File: config.mk
export PLATFORM = sky130hd
export DESIGN_NAME = user_id_readout
export DESIGN_NICKNAME = d
export VERILOG_FILES = /design/src/rtl/user_id_readout.sv
export SDC_FILE = /design/constraint.sdc
export NUM_CORES = 1
export LEC_CHECK = 0
export CORE_MARGIN = 1.5
export CORE_UTILIZATION = 53
export DETAILED_ROUTE_END_ITERATION = 8
export PLACE_DENSITY = 0.8
export SYNTH_ARGS = -nofsm -noshare
export SYNTH_HDL_FRONTEND = slang
export SYNTH_SLANG_ARGS = --single-unit
File: constraint.sdc
create_clock -name wb_clk_i -period 2.3 [get_ports wb_clk_i]
set_input_delay 0.46 -clock wb_clk_i [delete_from_list [all_inputs] [get_ports wb_clk_i]]
set_output_delay 0.46 -clock wb_clk_i [all_outputs]
set_load 0.1 [all_outputs]
File: src/rtl/user_id_readout.sv
// Purpose: settles after reset, captures the 32-bit mask_rev user ID, serves it byte-wise and bit-serially.
// Latency: capture on the SETTLE_CYCLES-th edge after reset release; byte read 1 cycle; serial frame 32 bits (33 with parity).
// Backpressure: none; rd_req is acked every other cycle while held, ser_start outside IDLE is dropped.
//
// Ports:
//   wb_clk_i, wb_rst_i        clock, asynchronous active-high reset
//   mask_rev[31:0]            static user ID from the tie-cell block
//   id_valid                  high once the ID has been captured (falls only on reset)
//   rd_req, rd_addr[1:0]      byte read request / byte select (0 = bits 7:0)
//   rd_ack, rd_data[7:0]      single-cycle ack, data held between acks
//   ser_start                 starts a serial dump from IDLE
//   ser_out, ser_valid        serial bit, MSB first, and its qualifier
//   ser_done                  single-cycle pulse after the last frame bit
//   id_parity                 even-parity bit of the ID (only with USER_ID_PARITY_EN)
//
// Optional feature macro: USER_ID_PARITY_EN -- adds id_parity and appends it as a 33rd serial bit.

module user_id_readout #(
    parameter int SETTLE_CYCLES = 4
) (
    input  logic        wb_clk_i,
    input  logic        wb_rst_i,
    input  logic [31:0] mask_rev,
    output logic        id_valid,
    input  logic        rd_req,
    input  logic [1:0]  rd_addr,
    output logic        rd_ack,
    output logic [7:0]  rd_data,
    input  logic        ser_start,
    output logic        ser_out,
    output logic        ser_valid,
    output logic        ser_done
`ifdef USER_ID_PARITY_EN
    ,
    output logic        id_parity
`endif
);

    localparam logic [3:0] SETTLE_LAST = 4'(SETTLE_CYCLES - 1);

`ifdef USER_ID_PARITY_EN
    localparam logic [5:0] LAST_BIT = 6'd32;
`else
    localparam logic [5:0] LAST_BIT = 6'd31;
`endif

    typedef enum logic [1:0] {
        SETTLE = 2'd0,
        IDLE   = 2'd1,
        SHIFT  = 2'd2,
        DONE   = 2'd3
    } state_t;

    state_t      state;
    logic [3:0]  settle_cnt;
    logic [5:0]  bit_cnt;
    logic [31:0] id_reg;
    logic [5:0]  next_cnt;
    logic        next_bit;

    assign next_cnt = bit_cnt + 6'd1;

    // Bit to present after the next shift edge: ID bits MSB first, then parity when enabled.
    always_comb begin
        next_bit = 1'b0;
        if (next_cnt < 6'd32) begin
            next_bit = id_reg[5'd31 - next_cnt[4:0]];
        end
`ifdef USER_ID_PARITY_EN
        else begin
            next_bit = id_parity;
        end
`endif
    end

    // Capture FSM and serial shifter.
    always_ff @(posedge wb_clk_i or posedge wb_rst_i) begin
        if (wb_rst_i) begin
            state      <= SETTLE;
            settle_cnt <= 4'd0;
            bit_cnt    <= 6'd0;
            id_reg     <= 32'd0;
            id_valid   <= 1'b0;
            ser_out    <= 1'b0;
            ser_valid  <= 1'b0;
            ser_done   <= 1'b0;
`ifdef USER_ID_PARITY_EN
            id_parity  <= 1'b0;
`endif
        end else begin
            case (state)
                SETTLE: begin
                    settle_cnt <= settle_cnt + 4'd1;
                    if (settle_cnt == SETTLE_LAST) begin
                        id_reg   <= mask_rev;
                        id_valid <= 1'b1;
`ifdef USER_ID_PARITY_EN
                        id_parity <= ^mask_rev;
`endif
                        state    <= IDLE;
                    end
                end
                IDLE: begin
                    if (ser_start) begin
                        bit_cnt   <= 6'd0;
                        ser_out   <= id_reg[31];
                        ser_valid <= 1'b1;
                        state     <= SHIFT;
                    end
                end
                SHIFT: begin
                    if (bit_cnt == LAST_BIT) begin
                        ser_out   <= 1'b0;
                        ser_valid <= 1'b0;
                        ser_done  <= 1'b1;
                        state     <= DONE;
                    end else begin
                        bit_cnt <= next_cnt;
                        ser_out <= next_bit;
                    end
                end
                DONE: begin
                    ser_done <= 1'b0;
                    state    <= IDLE;
                end
                default: state <= SETTLE;
            endcase
        end
    end

    // Byte read path: id_reg is static after capture, so this runs alongside the FSM.
    // A request is not re-serviced in its own ack cycle, giving alternate-cycle acks when held.
    always_ff @(posedge wb_clk_i or posedge wb_rst_i) begin
        if (wb_rst_i) begin
            rd_ack  <= 1'b0;
            rd_data <= 8'd0;
        end else if (id_valid && rd_req && !rd_ack) begin
            rd_ack  <= 1'b1;
            rd_data <= id_reg[{rd_addr, 3'b000} +: 8];
        end else begin
            rd_ack  <= 1'b0;
        end
    end

endmodule
* Yosys cells after proc, flatten, opt, wreduce, memory -nomap -nowiden *
Cells that the tools add are included.

word-level totals
  register bits after elaboration = 57
  output and inout bits = 13
  logic and storage cells = 56
  bits of input ports = 38

operators by class
  muxes and demuxes = 19
  reductions and logical operators = 12
  eq/ne operators = 9
  $add $sub $neg = 3
  magnitude comparators = 2
  shift operators = 1

operators by type and width
  cell                                                                    count
  32-bit by 6-bit indexed part select with 8-bit output                   1
  6-bit two-way mux                                                       2
  6-bit case mux with 2 select lines                                      1
  3-bit AND reduction                                                     3
  1-bit two-way mux                                                       8
  2-bit != test (second input constant)                                   4
  2-bit case mux with 4 select lines                                      1
  6-bit by 1-bit adder with 6-bit output (second input constant)          1
  6-bit by 5-bit equality test with 1-bit output (second input constant)  1
  5-bit by 6-bit < comparator with 1-bit output (second input constant)   1
  6-bit < comparator (second input constant)                              1
  2-bit two-way mux                                                       3
  1-bit case mux with 2 select lines                                      3
  2-bit AND reduction                                                     3
  1-bit binary-select mux with 5-bit select                               1
  5-bit subtractor (first input constant)                                 1
  4-bit by 1-bit adder with 4-bit output (second input constant)          1
  2-bit equality test (second input constant)                             2
  4-bit by 2-bit equality test with 1-bit output (second input constant)  1
  2-bit nonzero test                                                      2
  2-bit by 1-bit equality test with 1-bit output (second input constant)  1
  1-bit logical AND                                                       2
  2-bit logical NOT                                                       1
  1-bit logical NOT                                                       1

* Depth between registers and ports, before layout *
Gate-level depths: netlist (run 1).

  word-level depth = 7
  depth in mapped cells = 7
  gate-level depth less buffers = 7

* Worst setup path before layout (run 1) *
No wires, ideal clock.

  path kind = reg-to-reg
  start point = register bit_cnt[1]
  end point = register ser_out
  arrival time = 1920 ps
  data required time = 2166 ps
  buffers on the path = 1
  clock period less this slack = 2054 ps
  stages on the path, launching flop included = 8
  path slack = 246 ps
  cells stage by stage = dfrtp_1 > ha_1 > buf_2 > mux4_2 > o2111ai_1 > nand2_1 > nor4_1 > a211oi_1

between the ends
  cells in the longest elaborated chain, start to end = 7
  elaborated cells on any way between the ends = 9

RTL lines
  element                                    RTL line  text
  from (decl)                                56        logic [5:0] bit_cnt;
  from (signal assigned)                     118       bit_cnt <= next_cnt;
  6-bit by 1-bit adder with 6-bit output     61        assign next_cnt = bit_cnt + 6'd1;
  5-bit subtractor                           67        next_bit = id_reg[5'd31 - next_cnt[4:0]];
  1-bit binary-select mux with 5-bit select  67
  1-bit two-way mux (implied by the code)    67
  1-bit two-way mux                          66        if (next_cnt < 6'd32) begin
  1-bit two-way mux (*)                      112       if (bit_cnt == LAST_BIT) begin
  1-bit case mux with 2 select lines (*)     91        case (state)
  to (signal assigned)                       106       ser_out <= id_reg[31];
  to (signal assigned)                       119       ser_out <= next_bit;
  to (decl)                                  30        output logic ser_out,

Every way passes the cells marked *; elsewhere a longest branch is shown, timed or not. The select of a mux whose other input is x is not followed.
A chain may end at the register's enable or synchronous reset.

* Worst setup path after layout (run 1) *
Same ends and word-level chain as after synthesis.

==> parameters.txt, run 1 <==
Parameter                              Value

Timing
  Unrepaired setup endpoints after global routing    no
  Max-slew violation count    0
  Worst clock skew    0.0123 ns
  Post-route minimum period    2.12 ns
  Slew HR    54.0%
  Worst Tran Pin Value    0.679 ns
  F_max    0.472 GHz
  Minimum hold slack    0.493 ns
  Post-Route Setup TNS    0 ns
  Number of hold violations in the final report    0
  Fraction of the cycle the final worst path needs    92.1%
  Total setup violations reported at the end of the flow    0

Setup path
  Category of the critical setup timing path    reg2reg
  Crit path launch type    flip-flop
  Required time reported for the critical path endpoint    2.52 ns
  Maximum fanout along the worst path    7
  Largest stage delay on the critical path    0.44 ns
  Worst path arrival time    2.33 ns
  Worst Setup End Kind    flip-flop
  Cell Chain, Critical Path    ha_2, buf_4, mux2_2, a31oi_1, a21oi_1, nor4_2, a211oi_1
  Highest-delay cell along the critical path    sky130_fd_sc_hd__ha_2

Global route
  GR Util All Layers    23.9%
  Via count of the first global-routing pass    2203
  Pin count of the biggest net entering global routing    58
  Total grt overflow    0
  Global-route wire length before repair    11000 um
  Initial antenna violation count    0

Yosys
  Netlist area before placement    3000 sq um
  Syn Inst Count    224
  Syn Nets    268
  Seq cells post-synth    57
  Ys flop type    sky130_fd_sc_hd__dfrtp_1
  Synthesis warning total    0
  Asr flop ratio synth    100%
  Seq/Total Area, Yosys    47.6%
  Count of unique library cells instantiated by Yosys    48
  Avg Inst Size Synth    13.4 sq um
  Number of synthesized flops with an enable pin    0

Die
  Starting density of the core    54.7%
  Chip Height    78.2 um
  Number of cell rows    27
  I/O pin count    51
  Std-Cell Core Area    5470 sq um
  Die ar.    6110 sq um
  Die span in x    78.2 um

Clock network
  Root Buffer    sky130_fd_sc_hd__clkbuf_8
  CTS tree    built
  Buffer levels on the longest clock path    2
  Clock-pin slew reported for the worst setup and hold paths after clock tree synthesis    0.07 ns
  Number of sinks handled by clock tree synthesis    57
  Clock latency on the worst-skew pair    0.35 ns
  CTS H-tree lvls    3
  Number of buffers inserted during clock tree synthesis    9
  Number of hold buffers added after cts    0

Route
  Per-cell routed wire length    18.3 um
  Number of detailed-route iterations in the first pass    4
  Antenna Violating Nets Remaining    0
  Routed Wire Length    6550 um
  Initial drt markers    145
  Count of unresolved DRC violations after routing    0
  Vias after detailed routing    2096
  Post-detailed-route via-to-cell ratio    5.84

Power and ir drop
  Power per cell area    1340 nW/um^2
  Power after layout    5.09 mW
  Flop pwr share    36.2%
  IR Drop Worst-Case VDD    0.901 mV
  Switching fraction of total power    40.7%
  Net Sw Power    2.07 mW
  Cell internal pwr    3.02 mW
  Logic gate share of total power    45.0%
  Clock power share    18.8%
  Static power due to leakage    1.67 nW

Job
  Max-cap violations    0

Worst hold path
  Worst hold-check path type    in2async

Final layout
  Final Instance Area    3780 sq um
  ANT cells    0
  Area growth syn-to-layout    26.2%
  Count of nets after finishing    326
  Layout cells sized above 1    37.6%
  Number of flip-flops under the largest register name    32

Place
  Routability Congestion    0.825
  Area of placed instances    3570 sq um
  PortBufs    50
  HPWL Detailed    4740 um

Run status
  Result of the run    completed
[placed cells by master (no fill, tap or decap), types with 3 or more instances in the layout]
cell type,instances
sky130_fd_sc_hd__dfrtp_1,57
sky130_fd_sc_hd__mux2_2,42
sky130_fd_sc_hd__clkdlybuf4s50_1,37
sky130_fd_sc_hd__buf_4,19
sky130_fd_sc_hd__nand2_1,16
sky130_fd_sc_hd__mux4_2,15
sky130_fd_sc_hd__clkbuf_8,9
sky130_fd_sc_hd__nor2_1,8
sky130_fd_sc_hd__o21ai_0,7
sky130_fd_sc_hd__ha_1,5
sky130_fd_sc_hd__inv_1,4
sky130_fd_sc_hd__mux2i_1,4
sky130_fd_sc_hd__a21oi_1,4
sky130_fd_sc_hd__nand3_1,3
sky130_fd_sc_hd__a22o_1,3
sky130_fd_sc_hd__xnor2_1,3
sky130_fd_sc_hd__nor2b_1,3
[worst paths after layout]
| check | start | end | slack (ns) | cells after the start |
|---|---|---|---|---|
| min reg2reg | ser_done$_DFFE_PP0P_ | ser_done$_DFFE_PP0P_ | 0.50 | 1 |
| max reg2reg | bit_cnt[1]$_DFFE_PP0P_ | ser_out$_DFFE_PP0P_ | 0.18 | 7 |
| min | wb_rst_i | id_reg[24]$_DFFE_PP0P_ | 0.49 | 3 |
| max | bit_cnt[1]$_DFFE_PP0P_ | ser_out$_DFFE_PP0P_ | 0.18 | 7 |
| min in group wb_clk_i | ser_done$_DFFE_PP0P_ | ser_done$_DFFE_PP0P_ | 0.50 | 1 |
| max in group asynchronous | wb_rst_i | bit_cnt[5]$_DFFE_PP0P_ | 1.54 | 3 |
[Yosys cell counts, types with 2 or more instances]
cell type / n / share of area, %
sky130_fd_sc_hd__inv_1: 5 / 0.63
sky130_fd_sc_hd__a21o_1: 2 / 0.50
sky130_fd_sc_hd__clkbuf_1: 2 / 0.25
sky130_fd_sc_hd__buf_6: 3 / 1.1
sky130_fd_sc_hd__nor2_1: 8 / 1.0
sky130_fd_sc_hd__mux2i_1: 4 / 1.3
sky130_fd_sc_hd__or2_2: 2 / 0.42
sky130_fd_sc_hd__and3_1: 2 / 0.42
sky130_fd_sc_hd__a21oi_1: 4 / 0.67
sky130_fd_sc_hd__xor2_1: 2 / 0.58
sky130_fd_sc_hd__a32o_1: 2 / 0.67
sky130_fd_sc_hd__o21ai_0: 7 / 1.2
sky130_fd_sc_hd__nor2b_1: 3 / 0.63
sky130_fd_sc_hd__nand3_1: 3 / 0.50
sky130_fd_sc_hd__mux4_2: 15 / 11
sky130_fd_sc_hd__a22o_1: 3 / 0.88
sky130_fd_sc_hd__o21ai_1: 2 / 0.33
sky130_fd_sc_hd__nand2_1: 16 / 2.0
sky130_fd_sc_hd__dfrtp_1: 57 / 48
sky130_fd_sc_hd__nor3_1: 2 / 0.33
sky130_fd_sc_hd__ha_1: 6 / 2.5
sky130_fd_sc_hd__xnor2_1: 3 / 0.88
sky130_fd_sc_hd__buf_2: 5 / 0.84
sky130_fd_sc_hd__mux2_2: 42 / 16
[through the flow]
step,worst slack [ns],cells,utilization (%)
floorplan,0.246,224,-
global placement,0.214,343,65.2
detailed placement,0.0965,343,65.2
CTS,0.103,359,68.9
global route,0.0785,359,69.1
finish,0.181,359,69.1
[final cells by class]
type,instances,area (sq um)
Tap cell,72,90.1
Fill cell,397,1690
Sequential cell,57,1430
Inverter,5,18.8
Multi-Input combinational cell,151,1490
Clock buffer,9,124
Timing Repair Buffer,58,553
Clock inverter,7,77.6
[routing by layer]
metal  share of wire (%)  up-vias  routed length [um]  track usage, %
met4                 2.0        0                 130            10.7
met3                 4.3       13                 283            5.00
met2                  50       61                3270            39.0
met1                  44     1061                2870            30.8
li1                    -      961                   -               -
met5                   0        -                   0               0
[power by group through the flow]
| stage | sequential [mW] | combinational [mW] | clock, mW |
|---|---|---|---|
| 2_1_floorplan | 2.22 | 1.30 | 0 |
| 6_report | 1.84 | 2.29 | 0.956 |
| 3_3_place_gp | 1.83 | 2.21 | 0 |
| 4_1_cts | 1.84 | 2.28 | 0.974 |
| 5_1_grt | 1.89 | 2.44 | 1.01 |
| 3_5_place_dp | 1.85 | 2.27 | 0 |
[logic make-up after synthesis]
group                    Yosys count  synth area share [%]
multiplexers                      63                  29.7
flip-flops                        57                  47.6
AND/OR/NAND/NOR                   48                  8.90
AO/OA/AOI/OAI                     29                  6.77
buffers and inverters             16                  3.09
adder cells (fa/ha/maj)            6                  2.51
XOR/XNOR                           5                  1.46
[timing repair]
item,4_1_cts,5_1_grt
resized for setup,0,2
buffers inserted,0,0
endpoints found under the setup margin,0,1
[worst max-delay path: cells and delay by family (launching register included)]
family	cells	cell delay [ns]
adders and majority gates	1	0.44
DFF	1	0.39
AOI/OAI and AO/OA	3	0.39
muxes	1	0.33
and+or+nand+nor	1	0.27
buffers and inverters	1	0.17
No activity file was read; power rests on OpenSTA's default activity.
==> run 2, diff against run 1 <==
PLACE_DENSITY = 0.89   (was 0.8)
==> run 2 against run 1 <==
Compared with the run above:
- die area unchanged
- clock skew decreased by 0.0033 ns
- largest cell class unchanged
- worst setup slack got worse by 0.068 ns
- fmax down 3.1%
- sequential share of layout area is 0.28 points lower
- critical path type unchanged
- non-clock buffer count did not move
- global-route usage is 0.37 points lower
- via count is 0.24% higher
- sequential cell count unchanged
==> parameters.txt, run 2 (same netlist as run 1, synthesis figures left out) <==
Parameter                              Value

Setup path
  Largest stage delay on the critical path    0.57 ns (+0.13 ns)
  Category of the critical setup timing path    reg2reg
  Required time reported for the critical path endpoint    2.51 ns (about the same)
  Dominant delay contributor by cell family on the critical path    multiplexers
  Worst Setup End Kind    flip-flop
  Worst path arrival time    2.40 ns (+0.07 ns)
  Maximum fanout along the worst path    7 (unchanged)
  Crit path launch type    flip-flop
  Highest-delay cell along the critical path    sky130_fd_sc_hd__mux4_2
  Buffering stage count on the worst path with inverters included    0 (-1)
  Cell Chain, Critical Path    ha_1, mux4_2, o2111ai_1, nand2_1, nor4_1, a211oi_1

Timing
  Worst clock skew    0.00899 ns (-0.00335 ns)
  Post-Route Setup TNS    0 ns (unchanged)
  Max-slew violation count    0 (unchanged)
  Post-route minimum period    2.19 ns (+0.0681 ns)
  Worst-case setup margin in the final layout    0.113 ns (-0.0681 ns)
  Fraction of the cycle the final worst path needs    95.1% (+3.0 points)
  Worst Tran Pin Value    0.634 ns (-0.0455 ns)
  Slew HR    57.1% (+3.1 points)
  Total setup violations reported at the end of the flow    0 (unchanged)
  Unrepaired setup endpoints after global routing    no
  Minimum hold slack    0.429 ns (-0.0641 ns)
  F_max    0.457 GHz (-3.1%)
  Number of hold violations in the final report    0 (unchanged)

Final layout
  ANT cells    0 (unchanged)
  Layout cells sized above 1    36.9% (-0.70 points)
  Area growth syn-to-layout    27.2%
  Final Instance Area    3810 sq um (+0.76%)
  Number of flip-flops under the largest register name    32 (unchanged)
  Most common cell after layout, fill and taps aside    sky130_fd_sc_hd__dfrtp_1
  Most used cells in the layout excluding fill and tap cells    57 x sky130_fd_sc_hd__dfrtp_1, 42 x sky130_fd_sc_hd__mux2_2, 37 x sky130_fd_sc_hd__clkdlybuf4s50_1
  Count of nets after finishing    326 (unchanged)

Die
  Chip Height    78.2 um (unchanged)
  Die span in x    78.2 um (unchanged)
  Number of cell rows    27 (unchanged)
  Die ar.    6110 sq um (unchanged)
  Std-Cell Core Area    5470 sq um (unchanged)
  I/O pin count    51 (unchanged)
  Starting density of the core    54.7% (unchanged)

Clock network
  Gates resized, CTS repair    0 (unchanged)
  Buffer levels on the longest clock path    2 (unchanged)
  Number of buffers inserted during clock tree synthesis    9 (unchanged)
  Number of sinks handled by clock tree synthesis    57 (unchanged)
  Clock latency on the worst-skew pair    0.34 ns (about the same)
  Clock-pin slew reported for the worst setup and hold paths after clock tree synthesis    0.07 ns (about the same)
  Number of hold buffers added after cts    0 (unchanged)
  Buffer count from post-CTS setup fixing    0 (unchanged)
  CTS H-tree lvls    3 (unchanged)
  Root Buffer    sky130_fd_sc_hd__clkbuf_8
  CTS tree    built

Route
  Post-detailed-route via-to-cell ratio    5.85 (+0.24%)
  Antenna Violating Nets Remaining    0 (unchanged)
  Count of unresolved DRC violations after routing    0 (unchanged)
  Routed Wire Length    6430 um (-1.9%)
  Vias after detailed routing    2101 (+0.24%)
  Initial drt markers    81 (-44%)
  Per-cell routed wire length    17.9 um (-1.9%)
  Number of detailed-route iterations in the first pass    4 (unchanged)

Global route
  Initial antenna violation count    0 (unchanged)
  Pin count of the biggest net entering global routing    40 (-31%)
  Total grt overflow    0 (unchanged)
  Via count of the first global-routing pass    2200 (-0.14%)
  GR Util All Layers    23.5% (-0.37 points)
  Global-route wire length before repair    10800 um (-1.4%)

Power and ir drop
  Static power due to leakage    1.69 nW (+1.4%)
  IR Drop Worst-Case VDD    0.805 mV (-11%)
  Power per cell area    1370 nW/um^2 (+1.8%)

Worst hold path
  Worst hold-check path type    in2async

Place
  Routability Congestion    0.949 (+15%)
  Area of placed instances    3570 sq um (unchanged)
  PortBufs    50 (unchanged)
  Worst Setup Slack post-DPL    0.161 ns (+0.0647 ns)
  HPWL Detailed    4700 um (-0.83%)

Job
  Max-cap violations    0 (unchanged)

Run status
  Result of the run    completed
-- run 2: per-stage QoR --
stage | cells | power (mW) | util, %
after floorplan | 224 | 3.52 | -
after global placement | 343 | 4.03 | 65.2
after detailed placement | 343 | 4.12 | 65.2
after CTS | 359 | 5.24 | 69.6
after global routing | 359 | 5.50 | 69.6
final | 359 | 5.22 | 69.6
-- run 2: power by group --
group	switching, mW	internal [mW]	total, mW
Clock	0.396	0.698	1.09
Sequential	0.406	1.44	1.84
Combinational	1.21	1.07	2.28
Total	2.01	3.20	5.22
-- run 2: worst paths after layout --
check | from | end | slack, ns | depth (start not counted)
min reg2reg | id_valid$_DFFE_PP0P_ | id_valid$_DFFE_PP0P_ | 0.51 | 1
max reg2reg | bit_cnt[1]$_DFFE_PP0P_ | ser_out$_DFFE_PP0P_ | 0.11 | 6
max in group asynchronous | wb_rst_i | bit_cnt[0]$_DFFE_PP0P_ | 1.32 | 3
min in group wb_clk_i | id_valid$_DFFE_PP0P_ | id_valid$_DFFE_PP0P_ | 0.51 | 1
min | wb_rst_i | id_valid$_DFFE_PP0P_ | 0.43 | 2
max | bit_cnt[1]$_DFFE_PP0P_ | ser_out$_DFFE_PP0P_ | 0.11 | 6
-- run 2: final cells by class --
cell class	count	area, sq um
clock buffers	12	165
clock inverters	4	73.8
fillers	399	1660
multi-input cells	151	1480
inverters	5	18.8
flip-flops and latches	57	1430
well taps	72	90.1
repair buffers	58	553
-- run 2: worst register-to-register path, stage by stage (launching register included) --
cell	delay (ns)
sky130_fd_sc_hd__dfrtp_1	0.45
sky130_fd_sc_hd__ha_1	0.48
sky130_fd_sc_hd__mux4_2	0.58
sky130_fd_sc_hd__o2111ai_1	0.13
sky130_fd_sc_hd__nand2_1	0.08
sky130_fd_sc_hd__nor4_1	0.28
sky130_fd_sc_hd__a211oi_1	0.07
-- run 2: routing by layer --
layer / part of all wire [%] / GRT usage (%) / vias up
met5: 0 / 0 / -
met4: 2.9 / 13.8 / 0
met3: 3.8 / 4.88 / 17
met2: 49 / 36.6 / 62
met1: 44 / 30.6 / 1063
li1: - / - / 959
==> run 3, diff against run 2 <==
SKIP_LAST_GASP = 1   (was unset)
==> results of run 3 <==
The final DEF is identical to that of run 2; final timing and power are the same.
